`src/rtl/decode_pkg.sv`:
```
// Shared encodings for the RV32I decode stage: opcodes, ALU function codes,
// immediate-select codes and the output register state type.
package decode_pkg;

  localparam int ALU_FUN_W_DEF = 4;
  localparam int IMM_SEL_W_DEF = 3;

  localparam logic [6:0] OP_R   = 7'b0110011;
  localparam logic [6:0] OP_I   = 7'b0010011;
  localparam logic [6:0] OP_LUI = 7'b0110111;
  localparam logic [6:0] OP_NOP = 7'b0000000;

  localparam logic [3:0] ALU_ADD   = 4'd0;
  localparam logic [3:0] ALU_SUB   = 4'd1;
  localparam logic [3:0] ALU_AND   = 4'd2;
  localparam logic [3:0] ALU_XOR   = 4'd3;
  localparam logic [3:0] ALU_OR    = 4'd4;
  localparam logic [3:0] ALU_SLL   = 4'd5;
  localparam logic [3:0] ALU_SRL   = 4'd6;
  localparam logic [3:0] ALU_SRA   = 4'd7;
  localparam logic [3:0] ALU_SLT   = 4'd8;
  localparam logic [3:0] ALU_SLTU  = 4'd9;
  localparam logic [3:0] ALU_PASSB = 4'd10;

  localparam logic [2:0] IMM_I = 3'b000;
  localparam logic [2:0] IMM_U = 3'b011;

  typedef enum logic {
    S_EMPTY,
    S_FULL
  } out_state_e;

  // funct3 -> ALU code; alt selects sub (R-type only) and sra
  function automatic logic [3:0] alu_from_f3(input logic [2:0] f3,
                                             input logic       alt,
                                             input logic       is_r);
    logic [3:0] fun;
    case (f3)
      3'b000:  fun = (is_r && alt) ? ALU_SUB : ALU_ADD;
      3'b001:  fun = ALU_SLL;
      3'b010:  fun = ALU_SLT;
      3'b011:  fun = ALU_SLTU;
      3'b100:  fun = ALU_XOR;
      3'b101:  fun = alt ? ALU_SRA : ALU_SRL;
      3'b110:  fun = ALU_OR;
      default: fun = ALU_AND;
    endcase
    return fun;
  endfunction

endpackage

```
`src/rtl/inst_decoder.sv`:
```
// Pure combinational RV32I subset decoder: instruction word to execute
// control fields plus register-usage flags for the hazard check.
module inst_decoder
  import decode_pkg::*;
#(
  parameter int ALU_FUN_W = ALU_FUN_W_DEF,
  parameter int IMM_SEL_W = IMM_SEL_W_DEF
) (
  input  logic [31:0]          inst_i,
  output logic                 wen_o,
  output logic [IMM_SEL_W-1:0] imm_sel_o,
  output logic                 alu_sel_o,
  output logic [ALU_FUN_W-1:0] alu_fun_o,
  output logic                 illegal_o,
  output logic                 uses_rs1_o,
  output logic                 uses_rs2_o
);

  logic [6:0] opcode;
  logic [2:0] funct3;
  logic [6:0] funct7;
  logic       shift_bad;
  logic       unused_fields;

  assign opcode = inst_i[6:0];
  assign funct3 = inst_i[14:12];
  assign funct7 = inst_i[31:25];
  assign unused_fields = ^{inst_i[24:15], inst_i[11:7]};

  assign shift_bad = ((funct3 == 3'b001) || (funct3 == 3'b101)) &&
                     !((funct7 == 7'b0000000) || (funct7 == 7'b0100000));

  always_comb begin
    wen_o      = 1'b0;
    imm_sel_o  = IMM_SEL_W'(IMM_I);
    alu_sel_o  = 1'b0;
    alu_fun_o  = ALU_FUN_W'(ALU_ADD);
    illegal_o  = 1'b0;
    uses_rs1_o = 1'b0;
    uses_rs2_o = 1'b0;
    case (opcode)
      OP_R: begin
        alu_fun_o = ALU_FUN_W'(alu_from_f3(funct3, funct7[5], 1'b1));
        if (shift_bad) begin
          illegal_o = 1'b1;
        end else begin
          wen_o      = 1'b1;
          uses_rs1_o = 1'b1;
          uses_rs2_o = 1'b1;
        end
      end
      OP_I: begin
        alu_sel_o = 1'b1;
        alu_fun_o = ALU_FUN_W'(alu_from_f3(funct3, funct7[5], 1'b0));
        if (shift_bad) begin
          illegal_o = 1'b1;
        end else begin
          wen_o      = 1'b1;
          uses_rs1_o = 1'b1;
        end
      end
      OP_LUI: begin
        wen_o     = 1'b1;
        alu_sel_o = 1'b1;
        imm_sel_o = IMM_SEL_W'(IMM_U);
        alu_fun_o = ALU_FUN_W'(ALU_PASSB);
      end
      OP_NOP: ;
      default: illegal_o = 1'b1;
    endcase
  end

endmodule

```
`src/rtl/decode_stage.sv`:
```
// Registered decode stage with valid/ready handshake and a RAW scoreboard
// that stalls readers of registers still in flight to writeback.
module decode_stage
  import decode_pkg::*;
#(
  parameter int ALU_FUN_W = ALU_FUN_W_DEF,
  parameter int IMM_SEL_W = IMM_SEL_W_DEF,
  parameter int NUM_REGS  = 32,
  parameter bit EN_HAZARD = 1'b1
) (
  input  logic                 clk_i,
  input  logic                 rst_i,
  input  logic                 flush_i,
  input  logic                 inst_valid_i,
  input  logic [31:0]          inst_i,
  output logic                 inst_ready_o,
  output logic                 dec_valid_o,
  input  logic                 dec_ready_i,
  output logic                 regfile_wen_o,
  output logic [4:0]           rd_o,
  output logic [4:0]           rs1_o,
  output logic [4:0]           rs2_o,
  output logic [IMM_SEL_W-1:0] imm_ext_sel_o,
  output logic                 alu_sel_o,
  output logic [ALU_FUN_W-1:0] alu_fun_o,
  output logic                 illegal_o,
  input  logic                 wb_valid_i,
  input  logic [4:0]           wb_rd_i
);

  logic                 wen_d;
  logic [IMM_SEL_W-1:0] imm_d;
  logic                 alu_sel_d;
  logic [ALU_FUN_W-1:0] fun_d;
  logic                 illegal_d;
  logic                 uses_rs1;
  logic                 uses_rs2;
  logic [4:0]           rd_d;
  logic [4:0]           rs1_d;
  logic [4:0]           rs2_d;

  logic [NUM_REGS-1:0]  pending_q;
  logic                 hazard;
  logic                 accept;
  out_state_e           state_q;
  out_state_e           state_d;

  assign rd_d  = inst_i[11:7];
  assign rs1_d = inst_i[19:15];
  assign rs2_d = inst_i[24:20];

  inst_decoder #(
    .ALU_FUN_W (ALU_FUN_W),
    .IMM_SEL_W (IMM_SEL_W)
  ) u_inst_decoder (
    .inst_i     (inst_i),
    .wen_o      (wen_d),
    .imm_sel_o  (imm_d),
    .alu_sel_o  (alu_sel_d),
    .alu_fun_o  (fun_d),
    .illegal_o  (illegal_d),
    .uses_rs1_o (uses_rs1),
    .uses_rs2_o (uses_rs2)
  );

  assign dec_valid_o  = (state_q == S_FULL);
  assign inst_ready_o = ~rst_i & ~flush_i & (~dec_valid_o | dec_ready_i) & ~hazard;
  assign accept       = inst_valid_i & inst_ready_o;

  generate
    if (EN_HAZARD) begin : g_scoreboard
      assign hazard = inst_valid_i &
                      ((uses_rs1 & pending_q[rs1_d]) | (uses_rs2 & pending_q[rs2_d]));

      // Set has priority over a same-edge writeback clear; bit 0 stays 0.
      always_ff @(posedge clk_i) begin
        if (rst_i || flush_i) begin
          pending_q <= '0;
        end else begin
          for (int unsigned i = 1; i < NUM_REGS; i++) begin
            if (accept && wen_d && (rd_d == 5'(i))) begin
              pending_q[i] <= 1'b1;
            end else if (wb_valid_i && (wb_rd_i == 5'(i))) begin
              pending_q[i] <= 1'b0;
            end
          end
        end
      end
    end else begin : g_no_scoreboard
      logic unused_sb;
      assign pending_q = '0;
      assign hazard    = 1'b0;
      assign unused_sb = ^{wb_valid_i, wb_rd_i, uses_rs1, uses_rs2, pending_q};
    end
  endgenerate

  always_ff @(posedge clk_i) begin
    if (rst_i) begin
      state_q <= S_EMPTY;
    end else begin
      state_q <= state_d;
    end
  end

  always_comb begin
    state_d = state_q;
    if (flush_i) begin
      state_d = S_EMPTY;
    end else begin
      case (state_q)
        S_EMPTY: if (accept) state_d = S_FULL;
        S_FULL:  if (dec_ready_i && !accept) state_d = S_EMPTY;
        default: state_d = S_EMPTY;
      endcase
    end
  end

  always_ff @(posedge clk_i) begin
    if (rst_i || flush_i) begin
      regfile_wen_o <= 1'b0;
      rd_o          <= '0;
      rs1_o         <= '0;
      rs2_o         <= '0;
      imm_ext_sel_o <= '0;
      alu_sel_o     <= 1'b0;
      alu_fun_o     <= '0;
      illegal_o     <= 1'b0;
    end else if (accept) begin
      regfile_wen_o <= wen_d;
      rd_o          <= rd_d;
      rs1_o         <= rs1_d;
      rs2_o         <= rs2_d;
      imm_ext_sel_o <= imm_d;
      alu_sel_o     <= alu_sel_d;
      alu_fun_o     <= fun_d;
      illegal_o     <= illegal_d;
    end
  end

endmodule

```
`config.mk`:
```
export PLATFORM = sky130hd
export DESIGN_NAME = decode_stage
export DESIGN_NICKNAME = d
export VERILOG_FILES = /design/src/rtl/decode_pkg.sv /design/src/rtl/inst_decoder.sv /design/src/rtl/decode_stage.sv
export SDC_FILE = /design/constraint.sdc
export NUM_CORES = 1
export LEC_CHECK = 0
export CORE_MARGIN = 1
export CORE_UTILIZATION = 50
export DETAILED_ROUTE_END_ITERATION = 16
export PLACE_DENSITY = 0.86
export SLEW_MARGIN = 0
export SYNTH_ARGS = -nofsm -noshare
export SYNTH_HDL_FRONTEND = slang
export SYNTH_SLANG_ARGS = --single-unit
```
`constraint.sdc`:
```
create_clock -name clk_i -period 4.37 [get_ports clk_i]
set_clock_uncertainty 0.1 [all_clocks]
set_input_delay 1.0925 -clock clk_i [delete_from_list [all_inputs] [get_ports clk_i]]
set_output_delay 1.0925 -clock clk_i [all_outputs]
set_load 0.1 [all_outputs]
```
After elaboration in Yosys (flattened, before gate mapping)
Cells that the tools add are included.
W data, S select, Z words.
{"block": "word_totals", "ff_bits": 57, "latch_bits": 0, "mem_bits_rw": 0, "mem_bits_ro": 0, "out_inout_bits": 27, "wordCells": 317, "mem_count": 0}
{"block": "op_classes", "add_sub_neg": 0, "multipliers": 0, "n_div": 0, "order_cmp": 2, "eq_ne": 72, "n_shift": 0, "muxes": 82, "bitwise": 13, "reduce_logical": 108}
{"cell": "$eq A5 B5 Y1 const B", "count": 32}
{"cell": "$eq A5 B4 Y1 const B", "count": 16}
{"cell": "$mux W1", "count": 73}
{"cell": "$logic_and A1 B1 Y1", "count": 65}
{"cell": "$reduce_bool A2 Y1", "count": 31}
{"cell": "$pmux W4 S7", "count": 2}
{"cell": "$eq A5 B3 Y1 const B", "count": 8}
{"cell": "$eq A7 B6 Y1 const B", "count": 3}
{"cell": "$eq A5 B2 Y1 const B", "count": 4}
{"cell": "$logic_not A7 Y1", "count": 2}
{"cell": "$lt A5 B6 Y1 const B", "count": 2}
{"cell": "$pmux W4 S3", "count": 1}
{"cell": "$bmux W1 S5", "count": 2}
{"cell": "$eq A5 B1 Y1 const B", "count": 2}
{"cell": "$eq A3 B3 Y1 const B", "count": 3}
{"cell": "$reduce_or A2 Y1", "count": 4}
{"cell": "$and A1 B1 Y1", "count": 7}
{"cell": "$eq A7 B5 Y1 const B", "count": 1}
{"cell": "$eq A3 B2 Y1 const B", "count": 2}
{"cell": "$pmux W1 S2", "count": 3}
{"cell": "$not A1 Y1", "count": 4}
{"cell": "$eq A3 B1 Y1 const B", "count": 1}
{"cell": "$logic_not A3 Y1", "count": 1}
{"cell": "$logic_or A1 B1 Y1", "count": 3}
{"cell": "3 further kinds", "count": 5}

Logic depth before layout (Yosys ltp)
{"block": "logic_depth", "word_depth": 16, "depth_mapped": 8, "ltp_nobuf": 6}

Cells and area by module
A second synthesis with hierarchy kept.
{"block": "hier_totals", "hier_cells": 336, "hier_area_um2": 3101.7}
{"module": "decode_stage", "instances": 1, "cells_per_inst": 305, "area_each_um2": 2886.5, "seq_area_each_um2": 1141.1}
{"module": "inst_decoder", "instances": 1, "cells_per_inst": 31, "area_each_um2": 215.2, "seq_area_each_um2": 0.0}

Worst setup path after synthesis
No wires, ideal clock.
{"block": "synth_timing", "kind": "input to output", "startpoint": "in inst_i[17]", "endpoint": "out inst_ready_o", "arrival_ns": 3.880, "setup_slack_ns": -0.702, "stages": 7, "path_cell_list": "buf_2 -> mux2_1 -> a2111oi_0 -> a211oi_1 -> a211oi_2 -> nor2_1 -> a21oi_1"}
{"block": "synth_via", "elab_chain_cells": 7}
{"item": "from (decl)", "line": "decode_stage.sv:15", "source": "input logic [31:0] inst_i,"}
{"item": "$bmux W1 S5", "line": "decode_stage.sv:73", "source": "((uses_rs1 & pending_q[rs1_d]) | (uses_rs2 & pending_q[rs2_d]));"}
{"item": "$mux W1 (implied by the code)", "line": "decode_stage.sv:73"}
{"item": "$and A1 B1 Y1", "line": "decode_stage.sv:73"}
{"item": "$or A1 B1 Y1", "line": "decode_stage.sv:73"}
{"item": "$and A1 B1 Y1", "line": "decode_stage.sv:72", "source": "assign hazard = inst_valid_i &"}
{"item": "$not A1 Y1", "line": "decode_stage.sv:67", "source": "assign inst_ready_o = ~rst_i & ~flush_i & (~dec_valid_o | dec_ready_i) & ~hazard;"}
{"item": "$and A1 B1 Y1", "line": "decode_stage.sv:67"}
{"item": "to (decl)", "line": "decode_stage.sv:16", "source": "output logic inst_ready_o,"}
Every way passes these cells. The select of a mux whose other input is x is not followed.

Worst setup path in the final report
{"block": "layout_timing", "startpoint": "in inst_i[15]", "endpoint": "out inst_ready_o"}
The elaborated chain is that of the path after synthesis.

==> results.toml <==
[cts]
insertion_delay_ps = 320
cts_buffer_depth = 2
cts-buffers-inserted = 5
holdBufCountCts = 0
clockRootBuffer = "clkbuf_8"
cts.sinks = 55
tritoncts = "built"
clk_pin_slew_worst_paths_ps = 100
htree_levels = 2

[power_and_ir_drop]
p_total_mw = 1.032
power_density_nw_per_um2 = 257.5
ir_drop_v = 0.0001956
p_leak_nw = 1.546

[floorplanning]
io_pins = 70
std_cell_rows = 27
dieHeight_um = 79.35
die_x_um = 79.35
die-area_um2 = 6296
core-area_um2 = 5642
initial_utilization_pct = 53.03

[synth]
avgSynthCellArea_um2 = 9.497
synth_edf_count = 0
synthTopCellsByCount = "55 x dfxtp_1, 43 x nand2_1, 33 x o41ai_1, 28 x mux2i_1, 25 x o211ai_1"
seq_area_frac_synth_pct = 36.80
synth.distinct_cells = 40
ys_warn_count = 0
synth_top_area_cell = "dfxtp_1"
netlist_instances = 315
yosys-top-cells-area = "dfxtp_1 37%, mux4_2 9.8%, o41ai_1 9.7%"
synthFlopType = "dfxtp_1"
async_flop_share_pct = 0
synth_area_um2 = 2992
ys_ff_latch = 55
yosys.cell_count.top_type = "dfxtp_1"
synth_nets = 358
yosysTopAreaCellShare_pct = 36.80

[worst_setup_path]
critPathLaunchType = "primary input"
cp_slowest_stage_delay_ps = 290
worstPathRequired_ps = 3180
cp_data_arrival_time_ps = 3100
cp_slowest_cell = "a211oi_2"
cp_max_fo = 4
critical_path_class = "primary input to output pin"
endpoint_kind = "output pin"
crit_chain = "dlygate4sd2_1, bufbuf_16, buf_4, mux4_2, o31ai_2, a211oi_1, a211oi_2, nor2_2, a21oi_4, buf_12"

[timing]
maxSlewViolCount = 0
maxSlewHeadroom_pct = 13.82
rsz0062_at_grt = "false"
report.final.hold_viol_count = 0
setup_violations = 0
worstMarginPinSlew_ps = 1293
min_period_ps = 4293
fin_setup_tns_ps = 0
fmax_mhz = 232.9
final_min_period_over_clock_period_pct = 98.24

[route]
avgViaCountPerCell = 6.517
drcViolationCount = 0
num_vias = 2952
antenna_left = 0
first_iter_violations = 250
drt_first_pass_iters = 5
drt-wirelength-per-cell_um = 19.24
drt-total-wl_mm = 8.715

[placed_design]
routabilityCongestion = 0.9428
placed_cell_area_um2 = 3791
dp_hpwl_mm = 6.067
dp_cells = 440
numPortBuffers = 68

[outcome]
outcome = "finished clean"

[job]
drv_cap = 0

[global_routing]
antenna_found_initial = 0
grt_pass1_wl_mm = 13.77
grt_usage_pct = 28.53
grt_pass1_vias = 2831
grt_max_degree = 66
grt_overflow = 0

[cells_and_area]
fin_nets = 423
design_area_um2 = 4009
final_cells = 453
area_delta_synth_final_pct = 34.00
drive_gt1_share_pct = 13.65
final_core_util_pct = 71.06
n_antenna_cell = 0

[hold_path]
hold_class = "register to register"
-- cell families after synthesis --
family | after synthesis | share of synthesized area (%)
other | 1 | 0.1254
AO/OA/AOI/OAI | 83 | 22.58
AND/OR/NAND/NOR | 89 | 14.09
buffers and inverters | 43 | 6.106
multiplexers | 44 | 20.28
flip-flops | 55 | 36.80
-- metal layers --
layer	up-vias	GRT usage [%]	wire [µm]
li1	1355	-	-
met1	1384	34.56	3358
met2	190	48.97	4212
met3	23	6.207	946
met4	0	11.27	197
met5	-	0	0
-- sequential cells by signal, summed over array words and instances, names as in the netlist --
name and cells:
alu_fun_o 4, alu_sel_o 1, dec_valid_o 1, illegal_o 1, imm_ext_sel_o 1, pending_q 31
rd_o 5, regfile_wen_o 1, rs1_o 5, rs2_o 5
-- cells in the final DEF, fill, tap and decap left out, types with 2 or more instances in the layout --
cell	instances
nand4b_1	2
nand2b_1	9
o221ai_1	2
nand2_1	43
clkbuf_8	5
nor2_1	8
mux2i_1	28
o41ai_1	32
dlymetal6s2s_1	2
inv_6	2
dfxtp_1	55
inv_1	17
or4_1	3
nand4_1	2
dlygate4sd2_1	3
o21ai_0	3
clkdlybuf4s50_1	61
buf_12	3
mux2_4	2
buf_4	11
mux4_2	13
o311ai_0	7
nand3_1	11
o211ai_1	25
a211oi_2	2
-- report_power, final --
part	leakage [nW]	switching (mW)	internal, mW	total [mW]
Clock	0.0491	0.182	0.118	0.301
Combinational	1.05	0.137	0.0846	0.222
Sequential	0.445	0.00288	0.507	0.510
Total	1.55	0.322	0.710	1.03
-- stage by stage --
step / hold WS, ps / setup WS (ps)
5_1_grt: 385.9 / 4.299
2_1_floorplan: 375.1 / 171.8
6_report: 363.5 / 76.70
4_1_cts: 366.0 / 52.51
3_5_place_dp: 351.6 / -175.8
3_3_place_gp: 344.5 / -146.2
-- critical path: cells and delay by family --
kind | cells | cell delay, ps
AND/OR/NAND/NOR | 1 | 80
AO/OA/AOI/OAI | 4 | 760
buffers and inverters | 4 | 880
multiplexers | 1 | 280
-- worst paths after layout --
kind,start,cells past startpoint,endpoint,slack [ps]
max,inst_i[15],10,inst_ready_o,80
min,alu_fun_o[0],2,alu_fun_o[0],360
max reg2reg,pending_q[27],9,pending_q[11],1530
min reg2reg,alu_fun_o[0],2,alu_fun_o[0],360
-- cell type report --
cell class | instances | area, µm²
multi-input cells | 217 | 1785
fillers | 422 | 1633
clock buffers | 5 | 68.82
inverters | 17 | 63.81
flip-flops and latches | 55 | 1101
clock inverters | 3 | 26.28
repair buffers | 84 | 873.3
well taps | 72 | 90.09
-- timing repair --
item                                    CTS  global route
resized for setup                        15             5
buffers inserted                          4             0
gates cloned                              1             0
pin swaps                                 7             5
endpoints found under the setup margin    1             1
Power figures use the tool's default switching activity.
